`src/rtl/dependence_pkg.sv`:
```
// Shared constants and helpers for the debounced three-input voter.
// Optional input synchronizers are enabled with DEPENDENCE_SYNC_EN.
package dependence_pkg;

  localparam int FILTER_LEN_MAX = 255;

  function automatic int cnt_w(input int len);
    return $clog2(len + 1);
  endfunction

  function automatic logic maj3(
    input logic x,
    input logic y,
    input logic z
  );
    return (x & y) | (x & z) | (y & z);
  endfunction

  function automatic logic par3(
    input logic x,
    input logic y,
    input logic z
  );
    return x ^ y ^ z;
  endfunction

endpackage

```
`src/rtl/dep_filter.sv`:
```
// Glitch filter for one raw input, with an optional two-flop
// synchronizer in front when DEPENDENCE_SYNC_EN is defined.
module dep_filter
  import dependence_pkg::*;
#(
  parameter int FILTER_LEN = 4
) (
  input  logic clk,
  input  logic rst,
  input  logic din,
  output logic dout
);

  localparam int CW = cnt_w(FILTER_LEN);
  localparam logic [CW-1:0] CNT_LAST = CW'(FILTER_LEN - 1);

  logic          w_din;
  logic          r_f;
  logic [CW-1:0] r_cnt;

`ifdef DEPENDENCE_SYNC_EN
  logic [1:0] r_sync;

  always_ff @(posedge clk) begin
    if (rst) begin
      r_sync <= '0;
    end else begin
      r_sync <= {r_sync[0], din};
    end
  end

  assign w_din = r_sync[1];
`else
  assign w_din = din;
`endif

  // Any return to the filtered level restarts the run.
  always_ff @(posedge clk) begin
    if (rst) begin
      r_f   <= 1'b0;
      r_cnt <= '0;
    end else if (w_din == r_f) begin
      r_cnt <= '0;
    end else if (r_cnt >= CNT_LAST) begin
      r_f   <= w_din;
      r_cnt <= '0;
    end else begin
      r_cnt <= r_cnt + CW'(1);
    end
  end

  assign dout = r_f;

endmodule

```
`src/rtl/dependence_logic.sv`:
```
// Debounced majority/parity voter over three raw inputs.
// DEPENDENCE_SYNC_EN adds a two-flop synchronizer per input.
module dependence_logic
  import dependence_pkg::*;
#(
  parameter int FILTER_LEN = 4
) (
  input  logic clk,
  input  logic rst,
  input  logic a,
  input  logic b,
  input  logic c,
  output logic Result,
  output logic Q
);

  logic w_f_a;
  logic w_f_b;
  logic w_f_c;
  logic r_result;
  logic r_q;

  dep_filter #(.FILTER_LEN(FILTER_LEN)) u_filt_a (
    .clk  (clk),
    .rst  (rst),
    .din  (a),
    .dout (w_f_a)
  );

  dep_filter #(.FILTER_LEN(FILTER_LEN)) u_filt_b (
    .clk  (clk),
    .rst  (rst),
    .din  (b),
    .dout (w_f_b)
  );

  dep_filter #(.FILTER_LEN(FILTER_LEN)) u_filt_c (
    .clk  (clk),
    .rst  (rst),
    .din  (c),
    .dout (w_f_c)
  );

  always_ff @(posedge clk) begin
    if (rst) begin
      r_result <= 1'b0;
      r_q      <= 1'b0;
    end else begin
      r_result <= maj3(w_f_a, w_f_b, w_f_c);
      r_q      <= par3(w_f_a, w_f_b, w_f_c);
    end
  end

  assign Result = r_result;
  assign Q      = r_q;

endmodule

```
`config.mk`:
```
export PLATFORM = sky130hd
export DESIGN_NAME = dependence_logic
export DESIGN_NICKNAME = d
export VERILOG_FILES = /design/src/rtl/dependence_pkg.sv /design/src/rtl/dep_filter.sv /design/src/rtl/dependence_logic.sv
export SDC_FILE = /design/constraint.sdc
export NUM_CORES = 1
export LEC_CHECK = 0
export CAP_MARGIN = 30
export CORE_AREA = 2 2 39 41
export CTS_BUF_LIST = sky130_fd_sc_hd__clkbuf_4 sky130_fd_sc_hd__clkbuf_8
export DETAILED_ROUTE_END_ITERATION = 7
export DIE_AREA = 0 0 41 43
export HOLD_SLACK_MARGIN = 0.12
export PLACE_DENSITY = 0.69
export SLEW_MARGIN = 20
export SYNTH_ARGS = -nofsm -noshare
export SYNTH_HDL_FRONTEND = slang
export SYNTH_SLANG_ARGS = --single-unit
export TNS_END_PERCENT = 1
```
`constraint.sdc`:
```
create_clock -name clk -period 1.43 [get_ports clk]
set_input_delay 0.2145 -clock clk [delete_from_list [all_inputs] [get_ports clk]]
set_output_delay 0.2145 -clock clk [all_outputs]
set_load 0.01 [all_outputs]
```
==> results of run 1 <==
sequential cells by signal (all words and copies together), names as in the netlist:
register / flops
u_filt_b.r_cnt: 3
u_filt_b.dout: 1
Result: 1
u_filt_a.r_cnt: 3
Q: 1
u_filt_c.dout: 1
u_filt_a.dout: 1
u_filt_c.r_cnt: 3
kinds of logic (layout without fill, tap and decap cells):
logic type               after synthesis  in the layout  share of synthesized area [%]
buffers and inverters                  4             15                          2.679
multiplexers                           3              3                          4.949
AND/OR/NAND/NOR                       17             17                          21.86
AO/OA/AOI/OAI                          3              3                          4.331
adder cells (fa/ha/maj)                7              7                          15.67
XOR/XNOR                               3              3                          4.331
flip-flops                            14             14                          46.19
final cells by class:
type | count | area [sq um] | area share [%]
well taps | 16 | 20.02 | 2.685
clock buffers | 4 | 36.28 | 4.866
flip-flops and latches | 14 | 280.3 | 37.58
inverters | 3 | 11.26 | 1.510
multi-input cells | 33 | 322.8 | 43.29
repair buffers | 8 | 75.07 | 10.07
placed cells by master (no fill, tap or decap), types with 2 or more instances in the layout:
master | netlist | layout
clkdlybuf4s50_1 | 0 | 6
nor4_2 | 0 | 2
nor4b_2 | 3 | 3
nor4_1 | 6 | 4
nor2b_1 | 2 | 2
clkbuf_4 | 0 | 3
xnor2_1 | 3 | 3
mux2i_1 | 3 | 3
buf_4 | 0 | 2
dfxtp_1 | 14 | 14
ha_1 | 6 | 6
nand2b_1 | 6 | 6
inv_1 | 3 | 3
a211o_1 | 3 | 3
worst max-delay path: cells and delay by family, from the launching register on:
family                     cells  cell delay [ps]
AOI/OAI and AO/OA              1              340
adders and majority gates      2              380
DFF                            1              340
and+or+nand+nor                1              230
stage by stage:
| stage | total power, mW | TNS, ps |
|---|---|---|
| CTS | 0.7746 | 0 |
| finish | 0.7639 | 0 |
| floorplan | 0.4604 | 0 |
| global route | 0.8017 | -18.68 |
| detailed placement | 0.4871 | 0 |
| global placement | 0.4865 | 0 |
power breakdown:
part	internal [mW]	switching [mW]	total [mW]	leakage, nW
Sequential	0.403	0.00977	0.413	0.114
Combinational	0.0389	0.0282	0.0671	0.166
Clock	0.155	0.129	0.284	0.0210
Total	0.597	0.167	0.764	0.300
how the worst max path moves through the flow:
stage                                       startpoint                            to  slack (ps)  cells after the start
final                     u_filt_b.r_cnt[0]$_SDFF_PP0_  u_filt_b.r_cnt[2]$_SDFF_PP0_          60                      4
after global routing      u_filt_a.r_cnt[0]$_SDFF_PP0_  u_filt_a.r_cnt[0]$_SDFF_PP0_         -20                      4
after floorplan           u_filt_a.r_cnt[0]$_SDFF_PP0_  u_filt_a.r_cnt[2]$_SDFF_PP0_         170                      4
after detailed placement  u_filt_b.r_cnt[0]$_SDFF_PP0_  u_filt_b.r_cnt[0]$_SDFF_PP0_          60                      4
after global placement    u_filt_a.r_cnt[0]$_SDFF_PP0_  u_filt_a.r_cnt[0]$_SDFF_PP0_         110                      4
after CTS                 u_filt_b.r_cnt[0]$_SDFF_PP0_  u_filt_b.r_cnt[0]$_SDFF_PP0_          40                      4
per-layer routing:
layer	up-vias	part of all wire, %	GRT usage [%]
met5	-	0	0
met4	0	3.4	12.00
met3	4	4.3	6.283
met2	6	48	15.94
met1	190	44	13.00
li1	208	-	-
==> run metrics, run 1 <==
main flop type after synthesis=dfxtp_1; Die W=41 um; Yosys cell types=12; initial DRC count=5; top-count cell post-synth=dfxtp_1; Hold Crit Endpoint=u_filt_c.r_cnt[0]$_SDFF_PP0_; final design utilization=a little over half; Post-synth EDFFs=0; Seq/Total Area, Yosys=46.19%; Max VDD drop=just under 0.5 mV; clock skew=7.481 ps; RR Endpoint=u_filt_b.r_cnt[2]$_SDFF_PP0_; Crit Reg-Reg Startpoint=u_filt_b.r_cnt[0]$_SDFF_PP0_; worst hold start=u_filt_c.r_cnt[0]$_SDFF_PP0_; Initial Utilization=43.85%; cts repair resizes=0; run status=finished, final reports clean; Antenna Nets Post-Route=0; IO Pins=7; row count=14; setup violators final=0; Via density=5.231; worst skew pair latency=280 ps; RSZ-0062 raised after global routing=yes; Syn Area/Cell=11.90 sq um; #FFs+latches synth=14; startpoint types=flop; clk sinks=14; Max-Cap Viols=0; fraction of registers with async set/reset=0%; minimum clock period=1369 ps; WL/cell=~11 um; clock transition time at the flip-flop clock pins of the worst setup and hold paths=90 ps; Pwr Density=roughly 1000 mW/mm^2; Relative slew margins=about 76%; period utilization=between 90% and 100%; r2r setup slk=60 ps; # DRC=0; ant diodes=0; largest net degree at the start of global routing=17; die area=0.001763 sq mm; cell type with the highest aggregate area in the netlist=dfxtp_1; Post-CTS Hold Fix Bufs=0; fin worst setup slack=60.97 ps; Max Clk Rate=730.4 MHz; pre-CTS setup slack=between 60 and 70 ps; critical path's slowest cell=dfxtp_1; fin nets=75; Synth Cell Area=606.8 sq um; most used cell, CP=ha_1; core area=0.001384 sq mm; Port Buf Inserts=6; setup bufs post-CTS=0; share of cells above drive strength 1=17.74%; Total Wirelength=855 um; Static Leak=0.3003 nW; critical path fanouts, max=4; TritonCTS buffer count=3; Die Y=43 um; critical path capture point type=flop; Post-DP Area=696.9 sq um; post-synth top area share=~46%; Req. time, crit path=1630 ps; CTS tree=done; Worst Hold Depth=1; layout overhead on the synthesized area=22.89%; first-pass GRT wire length=1.304 mm; Final Instance Count excl. Fillers=78; Finished Cell Area=745.7 sq um; GRT Util Overall=between 10% and 20%; First-pass DRT Iterations=3; worst-margin pin slew=352.8 ps; critical path class=flop to flop; CP arrival=1570 ps; Mapped Nets=63; Root Buffer=clkbuf_4; initial antenna violation count=0; htree depth=1; worst-path cell chain=ha_1, ha_1, a211o_1, nor4_1; Hold Fails Final Rpt=0; synthesis warning total=0; top post-synthesis cells by area=dfxtp_1, ha_1, nor4b_2; worst r2r path cells=4; fill cell count=124; Max clock buf depth=2; CP max stage delay=approximately 340 ps; Slew Viols, Final=0; post-synthesis cell count=51; worst hold path class=flop to flop; Post-DP HPWL=603 um; vias in the first global route=350; via count=408; Hold WS=468.4 ps; synth cell count leaders=dfxtp_1, ha_1, nand2b_1, nor4_1; Cells after DPL=74; GP Congestion=0.6630; Remaining Overflow, GRT=0
No activity file was read; power rests on OpenSTA's default activity.
==> inputs of run 2 (changes only) <==
--- a/config.mk
+++ b/config.mk
@@ -8,6 +8,7 @@
 export CAP_MARGIN = 30
 export CORE_AREA = 2 2 39 41
 export CTS_BUF_LIST = sky130_fd_sc_hd__clkbuf_4 sky130_fd_sc_hd__clkbuf_8
+export CTS_CLUSTER_SIZE = 14
 export DETAILED_ROUTE_END_ITERATION = 7
 export DIE_AREA = 0 0 41 43
 export HOLD_SLACK_MARGIN = 0.12
@@ -15,5 +16,6 @@
 export SLEW_MARGIN = 20
 export SYNTH_ARGS = -nofsm -noshare
 export SYNTH_HDL_FRONTEND = slang
+export SYNTH_HIERARCHICAL = 1
 export SYNTH_SLANG_ARGS = --single-unit
-export TNS_END_PERCENT = 1
+export TNS_END_PERCENT = 100
==> run metrics, run 2 <==
run status=finished, final reports clean; setup violators final=0; row count=14; post-synthesis cell count=50; fill cell count=128; Die W=41 um; Max-Cap Viols=0; Req. time, crit path=~1600 ps; First-pass DRT Iterations=4; Via density=4.948; CP startpoint=u_filt_b/r_cnt[0]$_SDFF_PP0_; Max clock buf depth=2; worst hold start=u_filt_c/r_cnt[0]$_SDFF_PP0_; Hold Crit Endpoint=u_filt_c/r_cnt[0]$_SDFF_PP0_; Static Leak=around 0.30 nW; fin nets=74; Seq. cell area=roughly 280 sq um; worst hold path class=flop to flop; Antenna Nets Post-Route=0; post-synth top area share=46.57%; vias in the first global route=around 350; minimum clock period=1365 ps; Pwr Density=1037 mW/mm^2; startpoint types=flop; synth cell count leaders=dfxtp_1, ha_1, nand2b_1, nor4_1; synthesis warning total=6; Post-synth EDFFs=0; Total Wirelength=941 um; Hold Fails Final Rpt=0; Mapped Nets=62; Post-CTS Hold Fix Bufs=0; critical path fanouts, max=4; critical path capture point type=flop; RR Endpoint=u_filt_b/r_cnt[0]$_SDFF_PP0_; Port Buf Inserts=6; RSZ-0062 raised after global routing=no; # DRC=0; CP arrival=1550 ps; Total Negative Setup Slacks=0 ps; core area=0.001384 sq mm; htree depth=1; clk sinks=14; cell type with the highest aggregate area in the netlist=dfxtp_1; period utilization=95.43%; clock transition time at the flip-flop clock pins of the worst setup and hold paths=about 90 ps; Remaining Overflow, GRT=0; Syn Area/Cell=12.04 sq um; commonest non-fill, non-tap cells in the layout=dfxtp_1, clkdlybuf4s50_1, nand2b_1, ha_1, nor4_1; Cells after DPL=73; pre-CTS setup slack=~64 ps; Root Buffer=clkbuf_4; most common library cell in the layout ignoring fill and taps=dfxtp_1; Yosys cell types=11; Max Clk Rate=about 730 MHz; IO Pins=7; critical path class=flop to flop; area of the multi-input gates=322.8 sq um; top post-synthesis cells by area=dfxtp_1, ha_1, nor4b_2; TritonCTS buffer count=3; main flop type after synthesis=dfxtp_1; met1 Usage GRT=14.24%; WL/cell=12.22 um; Initial Utilization=43.49%; Post-DP HPWL=roughly 640 um; GR Util met3=3.141%; CTS tree=done; top-count cell post-synth=dfxtp_1; initial antenna violation count=0; Final Instance Count excl. Fillers=77; GR peak layer=met2; Power, Total=approximately 0.77 mW; fraction of registers with async set/reset=0%; Die Y=43 um; worst skew pair latency=280 ps; r2r setup slk=approximately 65 ps; Seq/Total Area, Yosys=between 40% and 50%; Synth Cell Area=601.8 sq um; fin worst setup slack=approximately 65 ps; worst-margin pin slew=377.9 ps; GRT Util Overall=11.96%; initial DRC count=1; Relative slew margins=roughly 75%; die area=0.001763 sq mm; global-route met2 utilization=15.94%; #FFs+latches synth=14; Worst Hold Depth=1; Crit Reg-Reg Startpoint=u_filt_b/r_cnt[0]$_SDFF_PP0_; GP Congestion=between 0.5 and 0.6; largest net degree at the start of global routing=18; Max VDD drop=between 0.4 and 0.5 mV; first-pass GRT wire length=1.359 mm; layout overhead on the synthesized area=22.66%; share of cells above drive strength 1=16.39%; Slew Viols, Final=0; setup bufs post-CTS=0; ant diodes=0; via count=381; Top Registers=u_filt_a/r_cnt (3), u_filt_b/r_cnt (3), u_filt_c/r_cnt (3); clock skew=0.7329 ps; worst r2r path cells=4
==> run 2: cell count changes after synthesis <==
cell / before / now
buf_2: 1 / 0
==> run 2: what timing repair did <==
item                                    4_1_cts  5_1_grt
hold endpoints to repair                      0        0
endpoints found under the setup margin        0        2
gates resized for setup                       0        2
==> run 2: report_power, final <==
part | switching, mW | internal [mW]
clock network | 0.130 | 0.155
logic | 0.0295 | 0.0379
registers | 0.0106 | 0.403
==> run 2: routing by layer <==
metal | up-vias | wire length, um
met2 | 4 | 463
met3 | 2 | 27
li1 | 203 | -
met4 | 0 | 10
met5 | - | 0
met1 | 172 | 439
==> run 2: how the worst max path moves through the flow <==
| stage | cells after the start | slack, ps | end |
|---|---|---|---|
| floorplan | 4 | 170 | u_filt_a/r_cnt[2]$_SDFF_PP0_ |
| global placement | 4 | 110 | u_filt_c/r_cnt[0]$_SDFF_PP0_ |
| detailed placement | 4 | 60 | u_filt_b/r_cnt[2]$_SDFF_PP0_ |
| CTS | 1 | 40 | Q |
| global route | 4 | 1 | u_filt_c/r_cnt[0]$_SDFF_PP0_ |
| finish | 4 | 70 | u_filt_b/r_cnt[0]$_SDFF_PP0_ |
==> run 2: area by class of cell <==
cell class,instances,area share [%]
repair buffers,7,9.153
well taps,16,2.712
multi-input cells,33,43.73
flip-flops and latches,14,37.97
clock buffers,4,4.915
inverters,3,1.525
==> run 2: metrics by stage <==
stage	utilization, %	cell area [sq um]	hold slack (ps)
finish	53.35	738.2	475.8
global route	53.35	738.2	504.8
CTS	52.44	725.7	465.9
detailed placement	49.82	689.4	453.5
global placement	49.82	689.4	445.7
floorplan	-	601.8	285.9
==> run 2: worst max-delay path, cell delays in order (launching register included) <==
cell     delay (ps)
dfxtp_1         340
ha_1            200
ha_1            170
a211o_1         300
nor4_2          260
==> run 2: cell families (layout without fill, tap and decap cells) <==
kind of cell             after synthesis  after routing  synth area share [%]
adder cells (fa/ha/maj)                7              7                 15.80
XOR/XNOR                               3              3                 4.367
buffers and inverters                  3             14                 1.871
multiplexers                           3              3                 4.990
AO/OA/AOI/OAI                          3              3                 4.367
AND/OR/NAND/NOR                       17             17                 22.04
flip-flops                            14             14                 46.57
==> inputs of run 3 (changes only) <==
--- a/config.mk
+++ b/config.mk
@@ -13,6 +13,7 @@
 export DIE_AREA = 0 0 41 43
 export HOLD_SLACK_MARGIN = 0.12
 export PLACE_DENSITY = 0.69
+export SKIP_CTS_REPAIR_TIMING = 1
 export SLEW_MARGIN = 20
 export SYNTH_ARGS = -nofsm -noshare
 export SYNTH_HDL_FRONTEND = slang
==> results of run 3 <==
Final layout, timing and power as in run 2 (identical DEF).
==> edit 1: new RTL, config.mk and constraints of run 2 <==
`FILTER_LEN` is set to 4 in 2 places; all go to 8.
--- a/src/rtl/dep_filter.sv
+++ b/src/rtl/dep_filter.sv
@@ -3,7 +3,7 @@
 module dep_filter
   import dependence_pkg::*;
 #(
-  parameter int FILTER_LEN = 4
+  parameter int FILTER_LEN = 8
 ) (
   input  logic clk,
   input  logic rst,
--- a/src/rtl/dependence_logic.sv
+++ b/src/rtl/dependence_logic.sv
@@ -3,7 +3,7 @@
 module dependence_logic
   import dependence_pkg::*;
 #(
-  parameter int FILTER_LEN = 4
+  parameter int FILTER_LEN = 8
 ) (
   input  logic clk,
   input  logic rst,
Function: changed (a bounded check fails within 10 cycles, from zero or initial values and one cycle with rst high).
==> edit 1 against run 2 <==
Maximum frequency up 1.5%; design area up 6.3%; register-to-register slack better by 110 ps; routed wire length up 1.1%; sequential cell count up 3; power up 3.2%; clock skew up 6.6 ps; core utilization up 3.3 points; setup slack better by 20 ps; synthesized area up 11%; die area unchanged; first-iteration DRC count rose to 10 times the old value; via count up 17%; critical path depth down 3; highest routed layer unchanged.
==> edit 1: results <==
group,metric,value,unit
status,status,"finished clean",
timing,slew_headroom,74.7,%
synth,netlist_instances,59,
place,preCtsSetupSlack,16.3,ps
finish,num-multi-input-gates,42,
worst_setup_path,timing_worst_setup_path_type,"reg -> out",
finish,multi_input_area,329,µm²
power,p_switching,176,µW
worst_setup_path,cpPeakStageDelay,530,ps
worst_setup_path,crit_family,"buffers and inverters",
min_path,hold_start,"u_filt_a/r_cnt[1]$_SDFF_PP0_",
power,leakagePower,0.312,nW
finish,drive_gt1_share,11.4,%
worst_setup_path,r2r-end,"u_filt_b/r_cnt[3]$_SDFF_PP0_",
drt,viasPerCell,5.20,
global_route,grt_pass1_wl,1680,µm
worst_setup_path,rrSetupSlack,180,ps
worst_setup_path,crit_fanout,1,
min_path,holdPathEnd,"u_filt_a/r_cnt[3]$_SDFF_PP0_",
drt,vias,447,
synth,synth.distinct_cells,12,
place,place_hpwl,709,µm
global_route,grt_pass1_vias,398,
global_route,grtUsageMet2,19.1,%
min_path,min_path_cells,2,
timing,skew,7.31,ps
drt,wl_per_cell,11.1,µm
finish,top_regs,"u_filt_a/r_cnt x4, u_filt_b/r_cnt x4, u_filt_c/r_cnt x4",
global_route,globalRouteMet3Util,3.66,%
synth,yosys-top-cells-area,"dfxtp_1 51%, xnor2_1 7.9%, nor3_1 6.7%",
finish,num-nets-final,80,
finish,fill_cells,123,
synth,synth_common_cells,"17 x dfxtp_1, 9 x nor3_1, 6 x nand2b_1, 6 x xnor2_1",
place,gp_congestion,0.682,
timing,finalWorstSetupSlack,85.3,ps
finish,bufAreaShareNonClock,8.61,%
global_route,grt_util_met1,20.3,%
drt,dr.first_iter.drc_count,10,
synth,yosysTopAreaCellShare,50.8,%
worst_setup_path,cp-startpoint,"Result$_SDFF_PP0_",
worst_setup_path,crit_slowest_cell,"clkdlybuf4s50_1",
place,dp.cells,82,
synth,yosysSeqAreaShare,50.8,%
global_route,grt_usage,14.0,%
[edit 1: changes by cell type in the layout (fill, tap and decap cells not counted), sizes merged, moves of 3 or more]
cell,before,now
nor3,0,9
nor4,6,0
a21oi,0,3
dfxtp,14,17
ha,6,3
inv,3,0
nand3,0,3
nor3b,0,3
nor4b,3,0
xnor2,3,6
[edit 1: per-stage QoR]
| step | utilization (%) | power [mW] | hold slack [ps] |
|---|---|---|---|
| final | 56.7 | 0.790 | 462 |
| after global routing | 56.7 | 0.820 | 489 |
| after CTS | 56.7 | 0.795 | 464 |
| after detailed placement | 54.7 | 0.550 | 447 |
| after global placement | 54.7 | 0.550 | 446 |
| after floorplan | - | 0.527 | 286 |
[edit 1: kinds of logic after synthesis]
| kind of cell | count (synthesis) | synth area share, % |
|---|---|---|
| simple gates | 23 | 22.1 |
| flops | 17 | 50.8 |
| compound gates | 6 | 6.17 |
| xor+xnor | 6 | 7.85 |
| fa+ha+maj | 4 | 8.60 |
| mux | 3 | 4.49 |
[edit 1: worst register-to-register path, stage by stage, from the launching register on]
cell	delay (ps)
dfxtp_1	340
ha_1	240
a211o_1	360
nor3_1	240
[edit 1: power by group through the flow]
stage / clock network (mW) / registers [mW] / logic, mW
floorplan: 0 / 0.497 / 0.0300
global placement: 0 / 0.498 / 0.0514
detailed placement: 0 / 0.498 / 0.0515
CTS: 0.256 / 0.487 / 0.0518
global route: 0.273 / 0.489 / 0.0572
finish: 0.251 / 0.487 / 0.0513
[edit 1: metal layers]
metal | share of wire [%] | up-vias
li1 | - | 230
met1 | 51 | 208
met2 | 43 | 7
met3 | 4.8 | 2
met4 | 1.4 | 0
met5 | 0 | -
==> edit 2: new RTL, settings of run 2 <==
Without the edit above. Add an input register stage for `a`, `b` and `c`; this delays them by one clock.
--- a/src/rtl/dependence_logic.sv
+++ b/src/rtl/dependence_logic.sv
@@ -14,6 +14,16 @@
   output logic Q
 );
 
+  logic a_q;
+  logic b_q;
+  logic c_q;
+
+  always_ff @(posedge clk) begin
+    a_q <= a;
+    b_q <= b;
+    c_q <= c;
+  end
+
   logic w_f_a;
   logic w_f_b;
   logic w_f_c;
@@ -23,21 +33,21 @@
   dep_filter #(.FILTER_LEN(FILTER_LEN)) u_filt_a (
     .clk  (clk),
     .rst  (rst),
-    .din  (a),
+    .din  (a_q),
     .dout (w_f_a)
   );
 
   dep_filter #(.FILTER_LEN(FILTER_LEN)) u_filt_b (
     .clk  (clk),
     .rst  (rst),
-    .din  (b),
+    .din  (b_q),
     .dout (w_f_b)
   );
 
   dep_filter #(.FILTER_LEN(FILTER_LEN)) u_filt_c (
     .clk  (clk),
     .rst  (rst),
-    .din  (c),
+    .din  (c_q),
     .dout (w_f_c)
   );
 
Check against the original RTL: not equivalent (Yosys sat finds a counterexample within 10 cycles, from zero or initial values and one cycle with rst high).
==> edit 2 against run 2 <==
Power is 10% higher; synthesized area is 10% higher; sequential share of layout area is 2.9 points higher; final cell count is 6.5% higher; setup slack worse by 6.6 ps; design area is 14% higher; largest cell class is now registers; routed wire length is 3.2% lower; sequential cell count is 3 higher.
==> edit 2: results <==
group,metric,value,unit
worst_setup_path,crit_fanout,4,
min_path,hp-class,"in -> reg",
drt,wl_per_cell,11.1,µm
clock_network,h-tree-depth,1,
global_route,grtUsageMet2,15.9,%
finish,n_antenna_cell,0,
clock_network,clk_pin_slew,90,ps
drt,met2WireLength,435,µm
synth,yosysSeqAreaShare,51.4,%
clock_network,clock-root-buffer,"clkbuf_4",
power,peakVddDrop,753,µV
status,status,"finished clean",
place,gp_congestion,0.637,
global_route,grt_max_degree,18,
min_path,hold_start,"c",
worst_setup_path,cp-startpoint,"u_filt_b/r_cnt[0]$_SDFF_PP0_",
place,place_area,762,µm²
drt,met1_length,440,µm
timing,skew,1.70,ps
clock_network,post_cts_resized,1,
place,preCtsSetupSlack,13.3,ps
synth,async_flop_share,0,%
synth,ys_warn_count,6,
place,dp.cells,76,
drt,wl_met3,19,µm
synth,synth_common_cells,"17 x dfxtp_1, 6 x ha_1, 6 x nand2b_1, 6 x nor4_1",
finish,num-nets-final,79,
synth,netlist_instances,53,
global_route,grt_pass1_wl,1530,µm
timing,slew_headroom,71.9,%
worst_setup_path,crit_slowest_cell,"dfxtp_2",
finish,layout.cells.non_filler,82,
synth,yosys-top-cells-area,"dfxtp_1 51%, ha_1 11%, nor4b_2 6.8%",
global_route,grt_util_met1,19.0,%
global_route,grt_usage,13.7,%
clock_network,clk_latency,280,ps
drt,vias,413,
place,buffer_ports.inserted,6,
place,place_hpwl,645,µm
global_route,grt_pass1_vias,365,
synth,syn_nets,65,
clock_network,cts_max_path_buffers,2,
finish,drive_gt1_share,27.3,%
drt,dr.first_iter.drc_count,5,
clock_network,cts_buffers,3,
finish,fill_cells,119,
global_route,globalRouteMet3Util,4.71,%
drt,drtPass1Iterations,4,
worst_setup_path,cpPeakStageDelay,340,ps
drt,top_layer_used,"met4",
power,leakagePower,0.332,nW
edit 2: final timing paths:
kind,cells after the start,end,slack (ps)
min reg2reg,1,u_filt_c/r_cnt[0]$_SDFF_PP0_,450
min,1,c_q$_DFF_P_,370
max reg2reg,4,u_filt_b/r_cnt[0]$_SDFF_PP0_,60
max,4,u_filt_b/r_cnt[0]$_SDFF_PP0_,60
edit 2: layout make-up:
class	count	area, µm²	share of cell area [%]
timing repair buffer	9	95.1	11.3
tap	16	20.0	2.38
sequential	17	343	40.8
inverter	3	11.3	1.34
multi-input combinational	33	340	40.5
clock buffer	4	30.0	3.58
edit 2: where the power goes:
part	total, mW	leakage, nW	internal, mW	switching [mW]
clock	0.259	0.0184	0.127	0.132
combinational	0.0775	0.174	0.0465	0.0310
sequential	0.506	0.140	0.492	0.0136
edit 2: cells by family after synthesis:
kind of cell	synth area share, %
compound gates	3.97
xor+xnor	3.97
fa+ha+maj	14.4
buf+inv	1.70
flops	51.4
mux	4.54
simple gates	20.0
